## src/rtl/syn_lifo_fifo.sv

```systemverilog
// syn_lifo_fifo: single-clock stack/queue buffer with runtime LIFO/FIFO ordering.
// One storage array serves both modes; only the pointer discipline differs.
// Occupancy, threshold flags and error pulses are registered.
module syn_lifo_fifo #(
    parameter int DEPTH    = 16,
    parameter int WIDTH    = 8,
    parameter int AF_LEVEL = 14,
    parameter int AE_LEVEL = 2
) (
    input  logic                           clk,
    input  logic                           rst,
    input  logic                           mode,
    input  logic                           we,
    input  logic                           re,
    input  logic [WIDTH-1:0]               din,
    output logic [WIDTH-1:0]               dout,
    output logic                           dvalid,
    output logic                           full,
    output logic                           empty,
    output logic                           almost_full,
    output logic                           almost_empty,
    output logic [$clog2(DEPTH+1)-1:0]     count,
    output logic                           mode_act,
    output logic                           overflow,
    output logic                           underflow
);

    localparam int AW = $clog2(DEPTH);
    localparam int CW = $clog2(DEPTH+1);
    localparam logic [CW-1:0] DEPTH_C = CW'(DEPTH);
    localparam logic [CW-1:0] AF_C    = CW'(AF_LEVEL);
    localparam logic [CW-1:0] AE_C    = CW'(AE_LEVEL);

    logic [WIDTH-1:0] mem [DEPTH];
    logic [AW-1:0]    wp;
    logic [AW-1:0]    rp;
    logic [AW-1:0]    waddr;
    logic [AW-1:0]    raddr;
    logic [CW-1:0]    count_nxt;
    logic             push_ok;
    logic             pop_ok;

    // Accept decisions, next occupancy and array addresses for the current mode.
    always_comb begin
        // a push on a full buffer is still accepted when paired with a pop
        push_ok   = we && (!full || re);
        pop_ok    = re && !empty;
        count_nxt = count;
        if (push_ok && !pop_ok)
            count_nxt = count + CW'(1);
        else if (pop_ok && !push_ok)
            count_nxt = count - CW'(1);
        if (mode_act) begin
            waddr = wp;
            raddr = rp;
        end else begin
            // stack pointer is the occupancy; simultaneous push/pop replaces the top slot
            raddr = AW'(count - CW'(1));
            waddr = pop_ok ? raddr : AW'(count);
        end
    end

    // Storage array write port; contents survive reset.
    always_ff @(posedge clk) begin
        if (!rst && push_ok)
            mem[waddr] <= din;
    end

    // Occupancy, flags, pointers, pop data and mode lock.
    always_ff @(posedge clk) begin
        if (rst) begin
            count        <= '0;
            wp           <= '0;
            rp           <= '0;
            dout         <= '0;
            dvalid       <= 1'b0;
            overflow     <= 1'b0;
            underflow    <= 1'b0;
            mode_act     <= mode;
            empty        <= 1'b1;
            full         <= 1'b0;
            almost_empty <= 1'b1;
            almost_full  <= (AF_C == '0);
        end else begin
            count        <= count_nxt;
            full         <= (count_nxt == DEPTH_C);
            empty        <= (count_nxt == '0);
            almost_full  <= (count_nxt >= AF_C);
            almost_empty <= (count_nxt <= AE_C);
            overflow     <= we && !re && full;
            underflow    <= re && empty;
            dvalid       <= pop_ok;
            if (pop_ok)
                dout <= mem[raddr];
            if (count == '0 && !push_ok) begin
                mode_act <= mode;
                wp       <= '0;
                rp       <= '0;
            end else if (mode_act) begin
                if (push_ok)
                    wp <= wp + AW'(1);
                if (pop_ok)
                    rp <= rp + AW'(1);
            end
        end
    end

endmodule

```

## config.mk

```make
export PLATFORM = sky130hd
export DESIGN_NAME = syn_lifo_fifo
export DESIGN_NICKNAME = d
export VERILOG_FILES = /design/src/rtl/syn_lifo_fifo.sv
export SDC_FILE = /design/constraint.sdc
export NUM_CORES = 1
export LEC_CHECK = 0
export ABC_CLOCK_PERIOD_IN_PS = 9400
export CAP_MARGIN = 20
export CORE_MARGIN = 10
export CORE_UTILIZATION = 50
export CTS_CLUSTER_DIAMETER = 120
export CTS_CLUSTER_SIZE = 30
export DETAILED_ROUTE_END_ITERATION = 8
export GPL_TIMING_DRIVEN = 0
export PLACE_DENSITY = 0.74
export SYNTH_ARGS = -nofsm -noshare
export SYNTH_HDL_FRONTEND = slang
export SYNTH_SLANG_ARGS = --single-unit
```

## constraint.sdc

```tcl
create_clock -name clk -period 9.4 [get_ports clk]
set_clock_uncertainty 0.05 [all_clocks]
set_input_delay 0.94 -clock clk [delete_from_list [all_inputs] [get_ports clk]]
set_output_delay 0.94 -clock clk [all_outputs]
set_load 0.05 [all_outputs]
```

==> impl_metrics.yaml <==
setup_path:
  crit_slowest_cell: "nor2_1"
  arrival_ns: 4.74
  cp-start-kind: "flop"
  cp.required_ns: 9.40
  cp-end-kind: "flop"
  slowest_delay_ns: 0.87
  cp-endpoint: "mem[9][4]$_DFFE_PP_"
  crit_start: "count[0]$_SDFF_PP0_"
  path_max_fanout: 11
  crit_type: "reg -> reg"
  crit_chain: "buf_2 > inv_2 > clkbuf_1 > ha_1 > buf_1 > buf_2 > nor2_1 > a21oi_1 > o21a_1 > nand3_1 > nor2_1"
  r2r_end: "mem[9][4]$_DFFE_PP_"
  reg2reg_depth: 11
  r2r_setup_slack_ns: 4.66
  reg2reg_from: "count[0]$_SDFF_PP0_"
sta:
  worst_slew_pin_slew_ns: 1.09
  fmax_mhz: 211
  slew_violations: 0
  tns_ns: 0
  min_period_ns: 4.74
  final-hold-violation-count: 0
  rsz0062_at_grt: "no"
  min_period_over_period: 0.504
  setup_viol: 0
  max-slew-margin-rel: 0.274
floorplanning:
  core_area_sq_um: 14600
  fp.dieW_um: 143
  start_util: 0.515
  rows: 44
  die_area_sq_um: 20400
  num_io_pins: 34
  dieHeight_um: 143
clock_tree:
  cts-htree-levels: 4
  cts_max_path_buffers: 2
  cts.clk_slew.worst_paths_ns: 0.06
  cts_tree: "yes"
  cts_hold_buf: 0
  postCtsSetupRepairBufs: 0
  cts_resized: 0
  cts_root_buf: "clkbuf_16"
  cts_buffers: 17
  clock_latency_ns: 0.44
  clock_sinks: 157
logic_synthesis:
  syn_area_per_cell_sq_um: 11.1
  yosysWarnings: 0
  synth_seq_area_share: 0.587
  synth_flop_cell: "edfxtp_1"
  synth_cell_type_count: 66
  synth_cells: 679
  synth_area_sq_um: 7550
  syn-num-nets: 697
  synth_seq_cells: 157
  synth-edff-count: 129
  async_flop_share: 0
worst_hold_path:
  hold_path_class: "reg -> reg"
cells_and_area:
  multiInputGateArea_sq_um: 2830
  fillers: 1151
  area_growth_pct: 14.9
  antenna_cells: 0
  fin_util: 0.592
  layout-drive-gt1-share: 0.0927
  seq_area_sq_um: 4430
  fin_nets: 749
grt:
  grt_pass1_wl_um: 35900
  grt_pass1_vias: 6015
  grt_usage: 0.237
  grt_max_degree: 17
  antenna_found_initial: 0
  gr-total-overflow: 0
flow_run:
  cap_violations: 0
drt:
  detail_route.iter0.violations: 910
  firstDrtPassIters: 6
  ant_nets: 0
  drc: 0
  routed_wl_um: 23900
  avgViaCountPerCell: 6.77
  vias: 6282
  wire_per_inst_um: 25.8
power:
  max-vdd-ir-drop_uv: 247
  p_per_area_nw_per_um2: 258
  p_leak_nw: 2.84
placed_design:
  hpwl_um: 16200
  gp_congestion: 0.965
  port_buffers: 32
outcome:
  outcome: "completed"
-- how the worst min path moves through the flow --
| stage | cells past startpoint | end | slack (ns) | start |
|---|---|---|---|---|
| after floorplan | 2 | rp[3]$_SDFFE_PP0P_ | 0.41 | rp[3]$_SDFFE_PP0P_ |
| after global placement | 2 | rp[3]$_SDFFE_PP0P_ | 0.43 | rp[3]$_SDFFE_PP0P_ |
| after detailed placement | 2 | rp[3]$_SDFFE_PP0P_ | 0.43 | rp[3]$_SDFFE_PP0P_ |
| after CTS | 2 | rp[3]$_SDFFE_PP0P_ | 0.47 | rp[3]$_SDFFE_PP0P_ |
| after global routing | 2 | rp[3]$_SDFFE_PP0P_ | 0.49 | rp[3]$_SDFFE_PP0P_ |
| final | 2 | rp[3]$_SDFFE_PP0P_ | 0.48 | rp[3]$_SDFFE_PP0P_ |
-- final cells by class --
type,instances,area share
Sequential cell,157,0.511
Multi-Input combinational cell,466,0.327
Clock buffer,18,0.0495
Timing Repair Buffer,33,0.0382
Buffer,50,0.0297
Tap cell,184,0.0265
Clock inverter,14,0.0154
Inverter,6,0.00260
-- flip-flops by register name, summed over array words and instances (netlist names) --
register,cells
mem,128
wp,4
full,1
dvalid,1
rp,4
mode_act,1
overflow,1
almost_full,1
count,5
underflow,1
almost_empty,1
empty,1
dout,8
-- layout by cell type, fill, tap and decap left out, types with 9 or more instances in the layout --
master,instances
a21oi_1,25
a2bb2oi_1,12
a31oi_1,10
buf_2,17
clkbuf_1,21
clkbuf_16,17
clkdlybuf4s50_1,32
dfxtp_1,28
edfxtp_1,129
nand2_1,35
nand3_1,9
nor2_1,115
nor2b_1,15
o211ai_1,41
o21a_1,10
o21ai_0,37
o22ai_1,17
o32ai_1,9
or3_1,11
-- cell families after synthesis --
logic type | share of synthesized area
buffers and inverters | 0.0371
XOR/XNOR | 0.0151
AO/OA/AOI/OAI | 0.214
AND/OR/NAND/NOR | 0.137
flip-flops | 0.587
adder cells (fa/ha/maj) | 0.00829
multiplexers | 0.00133
-- through the flow --
step	power, mW	cell area [sq um]	instances	setup WS [ns]	hold slack, ns
after detailed placement	1.56	8100	895	4.82	0.433
after global routing	2.31	8670	928	4.60	0.485
after floorplan	1.31	7550	679	5.99	0.408
final	2.24	8670	928	4.66	0.475
after CTS	2.21	8660	927	4.80	0.469
after global placement	1.55	8100	895	4.81	0.426
-- worst max-delay path, delay by kind of cell, from the launching register on --
kind,cells,cell delay (ns)
flops,1,0.55
compound gates,2,0.30
fa+ha+maj,1,0.54
buf+inv,5,1.74
simple gates,3,1.13
-- cells in the mapped netlist, types with 11 or more instances --
| cell type | count | share of area |
|---|---|---|
| a21oi_1 | 25 | 0.017 |
| o211ai_1 | 41 | 0.041 |
| a2bb2oi_1 | 12 | 0.014 |
| o22ai_1 | 17 | 0.014 |
| o21ai_0 | 37 | 0.025 |
| or3_1 | 11 | 0.0091 |
| nand2_1 | 35 | 0.017 |
| nor2b_1 | 15 | 0.012 |
| edfxtp_1 | 129 | 0.51 |
| buf_2 | 17 | 0.011 |
| clkbuf_1 | 20 | 0.0099 |
| dfxtp_1 | 28 | 0.074 |
| nor2_1 | 115 | 0.057 |
-- layer usage --
| layer | GRT usage | vias to the layer above | share of wire |
|---|---|---|---|
| li1 | - | 2716 | - |
| met1 | 0.304 | 3003 | 0.38 |
| met2 | 0.360 | 468 | 0.46 |
| met3 | 0.0673 | 95 | 0.12 |
| met4 | 0.122 | 0 | 0.049 |
| met5 | 0 | - | 0 |
-- where the power goes --
part	leakage (nW)	internal, mW	switching (mW)
clock network	0.272	0.369	0.298
registers	1.39	0.790	0.0291
logic	1.18	0.244	0.510
Note: power is estimated with default switching activity, not from simulation.
